`src/rtl/qosc_pkg.sv`:
```
`default_nettype none
// ============================================================================
// qosc_pkg : config-select encodings, FSM states and rounding for qosc_multi
// Rev 1.0
// ============================================================================
package qosc_pkg;

  localparam logic [1:0] SEL_CRE = 2'd0;
  localparam logic [1:0] SEL_CIM = 2'd1;
  localparam logic [1:0] SEL_ARE = 2'd2;
  localparam logic [1:0] SEL_AIM = 2'd3;

  typedef enum logic [1:0] {
    ST_IDLE  = 2'd0,
    ST_RUN_A = 2'd1,
    ST_RUN_B = 2'd2
  } qosc_state_t;

  // Round half up at bit cw-2, drop cw-1 fraction bits, clamp to a w-bit range.
  // acc is the sign-extended W+CW+1 bit sum; callers keep the low w bits.
  function automatic logic signed [63:0] round_sat(input logic signed [63:0] acc,
                                                   input int w, input int cw);
    logic signed [63:0] t;
    logic signed [63:0] hi;
    logic signed [63:0] lo;
    t  = (acc + (64'sd1 <<< (cw - 2))) >>> (cw - 1);
    hi = (64'sd1 <<< (w - 1)) - 64'sd1;
    lo = -(64'sd1 <<< (w - 1));
    if (t > hi) begin
      round_sat = hi;
    end else if (t < lo) begin
      round_sat = lo;
    end else begin
      round_sat = t;
    end
  endfunction

endpackage
`default_nettype wire

```
`src/rtl/qosc_multi_if.sv`:
```
`default_nettype none
// ============================================================================
// qosc_multi_if : config, control and output bundle of the oscillator bank
// Rev 1.0
// ============================================================================
interface qosc_multi_if #(
  parameter int W   = 16,
  parameter int CW  = 16,
  parameter int CH  = 4,
  parameter int CHW = (CH > 1) ? $clog2(CH) : 1,
  parameter int DW  = (W > CW) ? W : CW
) ();

  logic                  cfg_valid;
  logic                  cfg_ready;
  logic [CHW-1:0]        cfg_ch;
  logic [1:0]            cfg_sel;
  logic [DW-1:0]         cfg_data;
  logic [CH-1:0]         en;
  logic                  step;
  logic                  busy;
  logic                  out_valid;
  logic [CHW-1:0]        out_ch;
  logic signed [W-1:0]   out_re;
  logic signed [W-1:0]   out_im;
  logic                  overrun;
  logic                  clr_ovr;

  modport master (
    output cfg_valid, cfg_ch, cfg_sel, cfg_data, en, step, clr_ovr,
    input  cfg_ready, busy, out_valid, out_ch, out_re, out_im, overrun
  );

  modport slave (
    input  cfg_valid, cfg_ch, cfg_sel, cfg_data, en, step, clr_ovr,
    output cfg_ready, busy, out_valid, out_ch, out_re, out_im, overrun
  );

endinterface
`default_nettype wire

```
`src/rtl/qosc_cmul.sv`:
```
`default_nettype none
// ============================================================================
// qosc_cmul : shared complex multiplier, registered products + round/saturate
// Rev 1.0
// ============================================================================
module qosc_cmul
  import qosc_pkg::*;
#(
  parameter int W  = 16,
  parameter int CW = 16
) (
  input  logic                 clk,
  input  logic                 rst,
  input  logic                 ld,
  input  logic signed [W-1:0]  a_re,
  input  logic signed [W-1:0]  a_im,
  input  logic signed [CW-1:0] c_re,
  input  logic signed [CW-1:0] c_im,
  output logic signed [W-1:0]  y_re,
  output logic signed [W-1:0]  y_im
);

  localparam int PW = W + CW;

  logic signed [PW-1:0] p_rc_q, p_rc_d;
  logic signed [PW-1:0] p_is_q, p_is_d;
  logic signed [PW-1:0] p_rs_q, p_rs_d;
  logic signed [PW-1:0] p_ic_q, p_ic_d;
  logic signed [PW:0]   sum_re;
  logic signed [PW:0]   sum_im;

  always_comb begin
    p_rc_d = p_rc_q;
    p_is_d = p_is_q;
    p_rs_d = p_rs_q;
    p_ic_d = p_ic_q;
    if (ld) begin
      p_rc_d = PW'(a_re) * PW'(c_re);
      p_is_d = PW'(a_im) * PW'(c_im);
      p_rs_d = PW'(a_re) * PW'(c_im);
      p_ic_d = PW'(a_im) * PW'(c_re);
    end
  end

  always_ff @(posedge clk or posedge rst) begin
    if (rst) begin
      p_rc_q <= '0;
      p_is_q <= '0;
      p_rs_q <= '0;
      p_ic_q <= '0;
    end else begin
      p_rc_q <= p_rc_d;
      p_is_q <= p_is_d;
      p_rs_q <= p_rs_d;
      p_ic_q <= p_ic_d;
    end
  end

  // One extra bit so c=s=-1.0 with full-scale accus cannot wrap before saturation.
  assign sum_re = (PW+1)'(p_rc_q) - (PW+1)'(p_is_q);
  assign sum_im = (PW+1)'(p_rs_q) + (PW+1)'(p_ic_q);

  assign y_re = W'(round_sat(64'(sum_re), W, CW));
  assign y_im = W'(round_sat(64'(sum_im), W, CW));

endmodule
`default_nettype wire

```
`src/rtl/qosc_multi.sv`:
```
`default_nettype none
// ============================================================================
// qosc_multi : CH-channel time-multiplexed quadrature oscillator bank
// Rev 1.0
// ============================================================================
module qosc_multi
  import qosc_pkg::*;
#(
  parameter int W  = 16,
  parameter int CW = 16,
  parameter int CH = 4
) (
  input  logic        clk,
  input  logic        rst,
  qosc_multi_if.slave bus
);

  localparam int CHW = (CH > 1) ? $clog2(CH) : 1;
  localparam logic signed [CW-1:0] COEFF_ONE = {1'b0, {(CW-1){1'b1}}};
  localparam logic [CHW-1:0]       CH_LAST   = CHW'(CH - 1);

  qosc_state_t          state_q, state_d;
  logic [CHW-1:0]       ch_q, ch_d;
  logic                 chan_en_q, chan_en_d;

  logic signed [CW-1:0] coeff_re_q [CH];
  logic signed [CW-1:0] coeff_re_d [CH];
  logic signed [CW-1:0] coeff_im_q [CH];
  logic signed [CW-1:0] coeff_im_d [CH];
  logic signed [W-1:0]  accu_re_q  [CH];
  logic signed [W-1:0]  accu_re_d  [CH];
  logic signed [W-1:0]  accu_im_q  [CH];
  logic signed [W-1:0]  accu_im_d  [CH];

  logic                 out_valid_q, out_valid_d;
  logic [CHW-1:0]       out_ch_q, out_ch_d;
  logic signed [W-1:0]  out_re_q, out_re_d;
  logic signed [W-1:0]  out_im_q, out_im_d;
  logic                 overrun_q, overrun_d;

  logic                 busy;
  logic                 cfg_fire;
  logic                 cmul_ld;
  logic signed [W-1:0]  y_re;
  logic signed [W-1:0]  y_im;

  assign busy     = (state_q != ST_IDLE);
  assign cfg_fire = bus.cfg_valid && !busy && (int'(bus.cfg_ch) < CH);
  assign cmul_ld  = (state_q == ST_RUN_A);

  qosc_cmul #(
    .W  (W),
    .CW (CW)
  ) u_cmul (
    .clk  (clk),
    .rst  (rst),
    .ld   (cmul_ld),
    .a_re (accu_re_q[ch_q]),
    .a_im (accu_im_q[ch_q]),
    .c_re (coeff_re_q[ch_q]),
    .c_im (coeff_im_q[ch_q]),
    .y_re (y_re),
    .y_im (y_im)
  );

  always_comb begin
    state_d     = state_q;
    ch_d        = ch_q;
    chan_en_d   = chan_en_q;
    coeff_re_d  = coeff_re_q;
    coeff_im_d  = coeff_im_q;
    accu_re_d   = accu_re_q;
    accu_im_d   = accu_im_q;
    out_valid_d = 1'b0;
    out_ch_d    = out_ch_q;
    out_re_d    = out_re_q;
    out_im_d    = out_im_q;
    overrun_d   = overrun_q;

    // Writes are only accepted in IDLE, so they never collide with writeback.
    if (cfg_fire) begin
      case (bus.cfg_sel)
        SEL_CRE: coeff_re_d[bus.cfg_ch] = bus.cfg_data[CW-1:0];
        SEL_CIM: coeff_im_d[bus.cfg_ch] = bus.cfg_data[CW-1:0];
        SEL_ARE: accu_re_d[bus.cfg_ch]  = bus.cfg_data[W-1:0];
        SEL_AIM: accu_im_d[bus.cfg_ch]  = bus.cfg_data[W-1:0];
        default: ;
      endcase
    end

    case (state_q)
      ST_IDLE: begin
        if (bus.step) begin
          state_d = ST_RUN_A;
          ch_d    = '0;
        end
      end
      ST_RUN_A: begin
        chan_en_d = bus.en[ch_q];
        state_d   = ST_RUN_B;
      end
      ST_RUN_B: begin
        if (chan_en_q) begin
          accu_re_d[ch_q] = y_re;
          accu_im_d[ch_q] = y_im;
          out_valid_d     = 1'b1;
          out_ch_d        = ch_q;
          out_re_d        = y_re;
          out_im_d        = y_im;
        end
        if (ch_q == CH_LAST) begin
          state_d = ST_IDLE;
        end else begin
          ch_d    = ch_q + CHW'(1);
          state_d = ST_RUN_A;
        end
      end
      default: state_d = ST_IDLE;
    endcase

    if (bus.step && busy) begin
      overrun_d = 1'b1;
    end else if (bus.clr_ovr) begin
      overrun_d = 1'b0;
    end
  end

  always_ff @(posedge clk or posedge rst) begin
    if (rst) begin
      state_q     <= ST_IDLE;
      ch_q        <= '0;
      chan_en_q   <= 1'b0;
      out_valid_q <= 1'b0;
      out_ch_q    <= '0;
      out_re_q    <= '0;
      out_im_q    <= '0;
      overrun_q   <= 1'b0;
      for (int i = 0; i < CH; i++) begin
        coeff_re_q[i] <= COEFF_ONE;
        coeff_im_q[i] <= '0;
        accu_re_q[i]  <= '0;
        accu_im_q[i]  <= '0;
      end
    end else begin
      state_q     <= state_d;
      ch_q        <= ch_d;
      chan_en_q   <= chan_en_d;
      out_valid_q <= out_valid_d;
      out_ch_q    <= out_ch_d;
      out_re_q    <= out_re_d;
      out_im_q    <= out_im_d;
      overrun_q   <= overrun_d;
      coeff_re_q  <= coeff_re_d;
      coeff_im_q  <= coeff_im_d;
      accu_re_q   <= accu_re_d;
      accu_im_q   <= accu_im_d;
    end
  end

  assign bus.busy      = busy;
  assign bus.cfg_ready = !busy;
  assign bus.out_valid = out_valid_q;
  assign bus.out_ch    = out_ch_q;
  assign bus.out_re    = out_re_q;
  assign bus.out_im    = out_im_q;
  assign bus.overrun   = overrun_q;

endmodule
`default_nettype wire
```
`src/flat_wrapper.sv`:
```
// flat-port wrapper written by rule: the top's interface ports become plain ports
module qosc_multi_flat import qosc_pkg::*;
#(
  parameter int W  = 16,
  parameter int CW = 16,
  parameter int CH = 4
)
  (clk, rst, bus_cfg_valid, bus_cfg_ch, bus_cfg_sel, bus_cfg_data, bus_en, bus_step, bus_clr_ovr, bus_cfg_ready, bus_busy, bus_out_valid, bus_out_ch, bus_out_re, bus_out_im, bus_overrun);
  qosc_multi_if #(.W(W), .CW(CW), .CH(CH)) bus_i ();
  input  logic clk;
  input  logic rst;
  input wire logic [$bits(bus_i.cfg_valid)-1:0] bus_cfg_valid;
  input wire logic [$bits(bus_i.cfg_ch)-1:0] bus_cfg_ch;
  input wire logic [$bits(bus_i.cfg_sel)-1:0] bus_cfg_sel;
  input wire logic [$bits(bus_i.cfg_data)-1:0] bus_cfg_data;
  input wire logic [$bits(bus_i.en)-1:0] bus_en;
  input wire logic [$bits(bus_i.step)-1:0] bus_step;
  input wire logic [$bits(bus_i.clr_ovr)-1:0] bus_clr_ovr;
  output wire logic [$bits(bus_i.cfg_ready)-1:0] bus_cfg_ready;
  output wire logic [$bits(bus_i.busy)-1:0] bus_busy;
  output wire logic [$bits(bus_i.out_valid)-1:0] bus_out_valid;
  output wire logic [$bits(bus_i.out_ch)-1:0] bus_out_ch;
  output wire logic [$bits(bus_i.out_re)-1:0] bus_out_re;
  output wire logic [$bits(bus_i.out_im)-1:0] bus_out_im;
  output wire logic [$bits(bus_i.overrun)-1:0] bus_overrun;
  assign bus_i.cfg_valid = bus_cfg_valid;
  assign bus_i.cfg_ch = bus_cfg_ch;
  assign bus_i.cfg_sel = bus_cfg_sel;
  assign bus_i.cfg_data = bus_cfg_data;
  assign bus_i.en = bus_en;
  assign bus_i.step = bus_step;
  assign bus_i.clr_ovr = bus_clr_ovr;
  assign bus_cfg_ready = bus_i.cfg_ready;
  assign bus_busy = bus_i.busy;
  assign bus_out_valid = bus_i.out_valid;
  assign bus_out_ch = bus_i.out_ch;
  assign bus_out_re = bus_i.out_re;
  assign bus_out_im = bus_i.out_im;
  assign bus_overrun = bus_i.overrun;
  qosc_multi #(.W(W), .CW(CW), .CH(CH)) u_core (.clk(clk), .rst(rst), .bus(bus_i));
endmodule
```
`config.mk`:
```
export PLATFORM = sky130hd
export DESIGN_NAME = qosc_multi_flat
export DESIGN_NICKNAME = d
export VERILOG_FILES = /design/src/rtl/qosc_pkg.sv /design/src/rtl/qosc_multi_if.sv /design/src/rtl/qosc_cmul.sv /design/src/rtl/qosc_multi.sv /design/src/flat_wrapper.sv
export SDC_FILE = /design/constraint.sdc
export NUM_CORES = 2
export LEC_CHECK = 0
export ABC_AREA = 1
export BUFFER_PORTS_ARGS = -buffer_cell sky130_fd_sc_hd__buf_2
export CAP_MARGIN = 5
export CORE_UTILIZATION = 50
export CTS_CLUSTER_SIZE = 24
export DETAILED_ROUTE_END_ITERATION = 10
export PLACE_DENSITY = 0.65
export RECOVER_POWER = 100
export SYNTH_ARGS = -nofsm -noshare
export SYNTH_HDL_FRONTEND = slang
export SYNTH_HIERARCHICAL = 1
export SYNTH_SLANG_ARGS = --single-unit
```
`constraint.sdc`:
```
create_clock -name clk -period 13.7 [get_ports clk]
set_clock_uncertainty 0.1 [all_clocks]
set_input_delay 2.74 -clock clk [delete_from_list [all_inputs] [get_ports clk]]
set_output_delay 2.74 -clock clk [all_outputs]
set_load 0.02 [all_outputs]
```
* After elaboration in Yosys (flattened, before gate mapping)
Index checks and enable logic that the tools add are counted.
Widths: inputs -> output; s select.
** Cells by class
- $add $sub $neg :: 5
- Multiply operators :: 4
- Div/mod/pow operators :: 0
- Magnitude comparators :: 9
- Eq/ne operators :: 8
- Shift-type cells :: 0
- Mux-type cells :: 46
- Bitwise logic cells :: 2
- Reductions and logical operators :: 14
** Operator list (count)
- $mux 64 :: 8
- $bwmux 64 :: 6
- $mux 16 :: 14
- $bmux 16 s2 :: 4
- $mul 16x16->32 :: 4
- $add 33x16->34 const B :: 2
- $demux 16 s2 :: 2
- $gt 19x16->1 const B :: 2
- $lt 19x16->1 const B :: 2
- $add 32x32->33 :: 1
- $sub 32x32->33 :: 1
- $eq 2x2->1 const B :: 4
- $ge 3x3->1 const B :: 2
- $lt 3x1->1 const B :: 2
- $mux 1 :: 6
- $mux 2 :: 3
- $not 2->3 :: 2
- $pmux 2 s3 :: 1
- $reduce_and 2->1 :: 3
- $reduce_bool 2->1 :: 3
- $eq 2x1->1 const B :: 2
- $logic_and 1x1->1 :: 4
- $logic_not 2->1 :: 2
- $ne 2x2->1 const B :: 2
- 6 further kinds :: 6
** Storage, ports and cells
- Register bits after elaboration :: 425
- Latch bits :: 0
- Bits in writable memories :: 0
- ROM bits :: 0
- Memories :: 0

* Depth between registers and ports, before layout
- Depth in word-level cells :: 11
- Gate-level depth with buffers :: 32

* By module
The synthesis kept the hierarchy.
** By module, submodules not included
- qosc_cmul :: times used 1, cells each 6766, area each 51194.1 µm²
- qosc_multi :: times used 1, cells each 2129, area each 15441.1 µm²

* Worst setup path after synthesis
OpenSTA, ideal clock, no wires.
- Path type :: register to register
- Start point :: reg u_core.ch_q[0]
- End point :: reg u_core.u_cmul.p_rc_q[31]
- Data arrival time :: 6530 ps
- Required time :: 13534 ps
- Path slack :: 7005 ps
- Cell stages (with the launch flop) :: 28
- Cells stage by stage :: dfrtp_1 > buf_2 > clkinv_1 > buf_2 > clkbuf_1 > nor2_1 > o22ai_1 > clkbuf_1 > nand2_1 > fa_1 > inv_1 > fa_1 > inv_1 > fa_1 > fa_1 > fa_1 > fa_1 > inv_1 > ha_1 > nand2_1 > nor2_1 > nand2_1 > or2_2 > nand3_1 > inv_1 > nand2_1 > nand3_1 > nand2_1
** On the way
- Cells in the longest elaborated chain, start to end :: 5
- Elaborated cells on any way between the ends :: 8
** Ends and longest elaborated chain
- from (decl) :: RTL line qosc_multi.sv:23 : logic [CHW-1:0] ch_q, ch_d;
- from (signal assigned) :: RTL line qosc_multi.sv:146 : ch_q <= ch_d;
- $not 2->3 (not written as such) (*) :: RTL line qosc_multi.sv:58, qosc_multi.sv:60
- $bmux 16 s2, on equally long branches :: RTL line qosc_multi.sv:58, qosc_multi.sv:60
- $mux 16, on equally long branches (2 in series) :: RTL line qosc_multi.sv:58, qosc_multi.sv:60
- $mul 16x16->32 (*) :: RTL line qosc_cmul.sv:38 : p_rc_d = PW'(a_re) * PW'(c_re);
- to (signal assigned) :: RTL line qosc_cmul.sv:52 : p_rc_q <= p_rc_d;
- to (decl) :: RTL line qosc_cmul.sv:25 : logic signed [PW-1:0] p_rc_q, p_rc_d;
Every way passes the cells marked *; elsewhere a longest branch is shown, timed or not. The select of a mux whose other input is x is not followed.
A chain may end at the register's enable or synchronous reset.

* Worst setup path in the final report
- Start point :: reg u_core.ch_q[0]
- End point :: reg u_core.u_cmul.p_rs_q[18]
** On the way
- Cells in the longest elaborated chain, start to end :: 5
- Elaborated cells on any way between the ends :: 8
** Ends and longest elaborated chain
- $not 2->3 (not written as such) (*) :: RTL line qosc_multi.sv:58, qosc_multi.sv:61
- $bmux 16 s2, on equally long branches :: RTL line qosc_multi.sv:58, qosc_multi.sv:61
- $mux 16, on equally long branches (2 in series) :: RTL line qosc_multi.sv:58, qosc_multi.sv:61
- $mul 16x16->32 (*) :: RTL line qosc_cmul.sv:40 : p_rs_d = PW'(a_re) * PW'(c_im);
- to (signal assigned) :: RTL line qosc_cmul.sv:54 : p_rs_q <= p_rs_d;
- to (decl) :: RTL line qosc_cmul.sv:27 : logic signed [PW-1:0] p_rs_q, p_rs_d;
Marked as above.

==> results_dict.tcl <==
set metrics [dict create \
    post_route_non_filler_standard_cell_count 10500 \
    critical_path_source_type "flip-flop" \
    most_frequent_cell_on_the_critical_path "sky130_fd_sc_hd__fa_1" \
    layout-area-overhead-vs-synth_pct 5.54 \
    final_hold_viol_count 0 \
    rows 133 \
    run_status "complete, but fails checks" \
    synth.area.top_cells "sky130_fd_sc_hd__fa_1 (31%), sky130_fd_sc_hd__nand2_1 (14%), sky130_fd_sc_hd__dfrtp_1 (14%)" \
    fmax_ghz 0.0919 \
    worstSetupEndpointType "flip-flop" \
    via_count_of_the_first_global_routing_pass 58300 \
    cts.htree.levels 2 \
    yosysWarningCount 6 \
    final.period_utilization_pct 79.4 \
    grt_start_max_net_pins 145 \
    clock_tree.buffer_depth 3 \
    critical_path_peak_fanout 76 \
    max_cap_viol_count 13 \
    worst-endpoint-arrival_ns 11.28 \
    count_of_cells_resized_by_post_cts_repair 0 \
    cts_root_buffer "sky130_fd_sc_hd__clkbuf_16" \
    post_synthesis_sequential_area_ratio_pct 16.1 \
    number_of_filler_cells_placed_in_the_layout 12900 \
    finalInstanceArea_sq_um 70300 \
    core_sq_um 132000 \
    drt.antenna.violating_nets 0 \
    setup_viol 0 \
    synthMostInstantiatedCell "sky130_fd_sc_hd__nand2_1" \
    drive_gt1_share_pct 4.79 \
    nNetsFinal 10300 \
    placedCellCount 10400 \
    crit_required_ns 14.10 \
    die_h_microns 367 \
    io-pin-count 67 \
    globalRouteTotalUtil_pct 31.2 \
    grt_antenna_before_repair 2 \
    synth_largest_area_cell "sky130_fd_sc_hd__fa_1" \
    synth_top_area_share_pct 31.5 \
    combinational_family_with_the_most_area_after_synthesis "adder cells" \
    syn_area_sq_um 66600 \
    tritoncts "built" \
    post_drt_wl_per_cell_microns 19.6 \
    slowest_stage "sky130_fd_sc_hd__clkinvlp_2" \
    grt_setup_unrepaired "false" \
    syn_area_per_cell_sq_um 7.49 \
    viasPerCell 5.35 \
    cts_buffers 53 \
    number_of_detailed_routing_iterations_run_before_antenna_repair 6 \
    place.port_buffers 66 \
    vias 56400 \
    placedInstanceArea_sq_um 68700 \
    drt-total-wl_mm 206 \
    synth_fa_ha_area_share_pct 40.0 \
    routabilityCongestion 0.965 \
    cts_num_sinks 425 \
    synth-async-reset-ratio_pct 100 \
    postSynthRegisterBits 425 \
    postCtsHoldBufs 0 \
    synth.mux.area_fraction_pct 0 \
    die_x_microns 367 \
    wire_length_of_the_first_global_routing_pass_mm 329 \
    timing.max_slew.rel_slack_pct -265 \
    diodes 0 \
    grt.overflow.total 0 \
    period_minus_slack_ns 10.88 \
    cts.clk_slew.worst_paths_ns 0.07 \
    fp.dieArea_sq_um 135000 \
    place.detailed.hpwl_mm 156 \
    timing.critical_path.slowest_cell_delay_ns 1.84 \
    synth_xor_area_share_pct 1.30 \
    synth_nets 10400 \
    synth-edff-count 0 \
    worst_slew_pin_slew_ns 5.48 \
    synth_top_cells_by_count "sky130_fd_sc_hd__nand2_1 (2,549), sky130_fd_sc_hd__inv_1 (2,106), sky130_fd_sc_hd__fa_1 (1,048)" \
    drt_iter0_drc 4718 \
    postLayoutCoreUtil_pct 53.4 \
    yosysUniqueCellTypes 50 \
    synthesis.instances 8895 \
    worst_skew_pair.late_latency_ns 0.70 \
    maxSlewViolCount 764 \
    timing.setup.tns_ns 0 \
    critical_path_buf_inv_count 8 \
    violations "capacitance limit, slew limit" \
    setup.worst_path.class "reg2reg" \
    initial_core_util_pct 50.6 \
    drc 0 \
    synth_simple_gate_area_share_pct 22.1 \
    min_delay_path_class "reg2reg" \
    cts_post_setup_buffers_inserted 0 \
    cp_top_family "buffers and inverters" \
    synth_area_in_compound_gates_pct 6.23 \
    synth_ff_type "sky130_fd_sc_hd__dfrtp_1" \
]
[worst register-to-register path, stage by stage, from the launching register on]
cell,delay (ns)
sky130_fd_sc_hd__dfrtp_4,0.85
sky130_fd_sc_hd__clkinvlp_2,1.88
sky130_fd_sc_hd__buf_4,0.99
sky130_fd_sc_hd__o21ai_0,0.48
sky130_fd_sc_hd__o22ai_4,0.10
sky130_fd_sc_hd__clkbuf_1,0.89
sky130_fd_sc_hd__inv_1,0.42
sky130_fd_sc_hd__nand2_1,0.11
sky130_fd_sc_hd__fa_1,0.48
sky130_fd_sc_hd__fa_1,0.50
sky130_fd_sc_hd__inv_1,0.06
sky130_fd_sc_hd__fa_1,0.51
sky130_fd_sc_hd__fa_1,0.43
sky130_fd_sc_hd__fa_1,0.51
sky130_fd_sc_hd__inv_1,0.06
sky130_fd_sc_hd__fa_1,0.51
sky130_fd_sc_hd__inv_1,0.06
sky130_fd_sc_hd__ha_1,0.36
sky130_fd_sc_hd__a21oi_1,0.23
sky130_fd_sc_hd__inv_1,0.07
sky130_fd_sc_hd__a21oi_1,0.16
sky130_fd_sc_hd__o21ai_0,0.14
sky130_fd_sc_hd__a21oi_1,0.25
sky130_fd_sc_hd__o21ai_0,0.14
sky130_fd_sc_hd__or2_2,0.29
sky130_fd_sc_hd__nand3_1,0.07
sky130_fd_sc_hd__nand2_1,0.07
[cells in the final DEF, fill, tap and decap left out, types with 6 or more instances in the layout]
master,instances
sky130_fd_sc_hd__nand3_1,391
sky130_fd_sc_hd__nor3_1,54
sky130_fd_sc_hd__nor2_1,482
sky130_fd_sc_hd__or2_2,36
sky130_fd_sc_hd__xnor2_1,47
sky130_fd_sc_hd__nor2_4,16
sky130_fd_sc_hd__a21oi_1,205
sky130_fd_sc_hd__o21ai_0,333
sky130_fd_sc_hd__dfrtp_1,363
sky130_fd_sc_hd__inv_2,9
sky130_fd_sc_hd__dfstp_2,60
sky130_fd_sc_hd__clkbuf_8,15
sky130_fd_sc_hd__clkbuf_1,62
sky130_fd_sc_hd__o21a_1,8
sky130_fd_sc_hd__nand2_2,19
sky130_fd_sc_hd__a21boi_0,6
sky130_fd_sc_hd__buf_4,73
sky130_fd_sc_hd__a21o_1,16
sky130_fd_sc_hd__buf_2,25
sky130_fd_sc_hd__a31oi_1,38
sky130_fd_sc_hd__o21bai_1,34
sky130_fd_sc_hd__ha_1,456
sky130_fd_sc_hd__nand2_1,2564
sky130_fd_sc_hd__inv_1,2107
sky130_fd_sc_hd__clkinv_2,12
sky130_fd_sc_hd__nor2_2,7
sky130_fd_sc_hd__o31ai_1,9
sky130_fd_sc_hd__o22ai_2,58
sky130_fd_sc_hd__and3_1,6
sky130_fd_sc_hd__fa_1,1048
sky130_fd_sc_hd__a31o_2,12
sky130_fd_sc_hd__nand4_1,43
sky130_fd_sc_hd__xor2_1,52
sky130_fd_sc_hd__clkbuf_16,54
[kinds of logic after synthesis]
logic type	count (synthesis)
XOR/XNOR	99
flip-flops	425
AO/OA/AOI/OAI	745
buffers and inverters	2496
AND/OR/NAND/NOR	3626
adder cells (fa/ha/maj)	1504
[registers in the layout, summed over array words and instances (netlist names), 2 cells and up]
signal                cells
u_core/bus.out_im        16
u_core/bus.out_re        16
u_core/bus.out_ch         2
u_core/u_cmul/p_rc_q     32
u_core/coeff_re_q        64
u_core/accu_re_q         64
u_core/u_cmul/p_is_q     32
u_core/u_cmul/p_rs_q     32
u_core/ch_q               2
u_core/accu_im_q         64
u_core/u_cmul/p_ic_q     32
u_core/coeff_im_q        64
u_core/state_q            2
[area by class of cell]
type                    instances  area, sq um  share of cell area [%]
repair buffers                149          881                    1.25
well taps                    1755         2200                    3.12
clock buffers                  81         1600                    2.28
flip-flops and latches        425        10700                    15.2
clock inverters                19          243                   0.345
inverters                    2123         7970                    11.3
multi-input cells            5974        46700                    66.4
[per-stage QoR]
stage	hold slack [ns]	worst slack (ns)
after CTS	0.361	5.02
after floorplan	0.337	2.76
after detailed placement	0.351	5.11
final	0.360	2.82
after global routing	0.373	2.29
after global placement	0.348	5.24
[routing by layer]
layer / GRT usage (%) / part of all wire, % / wire length [microns]
met1: 42.7 / 42 / 87400
met2: 51.0 / 46 / 95500
met3: 3.91 / 7.4 / 15200
met4: 11.3 / 3.9 / 7980
met5: 0 / 0.0063 / 13
[worst paths after layout]
check	start	end	slack (ns)	depth (start not counted)
setup / recovery	u_core/ch_q[0]$_DFFE_PP0P_	u_core/u_cmul/p_rs_q[18]$_DFFE_PP0P_	2.82	26
hold / removal	u_core/coeff_re_q[37]$_DFFE_PP1P_	u_core/coeff_re_q[37]$_DFFE_PP1P_	0.36	2
setup reg to reg	u_core/ch_q[0]$_DFFE_PP0P_	u_core/u_cmul/p_rs_q[18]$_DFFE_PP0P_	2.82	26
hold reg to reg	u_core/coeff_re_q[37]$_DFFE_PP1P_	u_core/coeff_re_q[37]$_DFFE_PP1P_	0.36	2
max in group asynchronous	rst	u_core/accu_re_q[45]$_DFF_PP0_	4.07	3
min in group asynchronous	rst	u_core/u_cmul/p_ic_q[29]$_DFFE_PP0P_	3.26	2
Power is not shown: default switching activity piles up to over one toggle a cycle in this logic, so the estimate is an artifact.
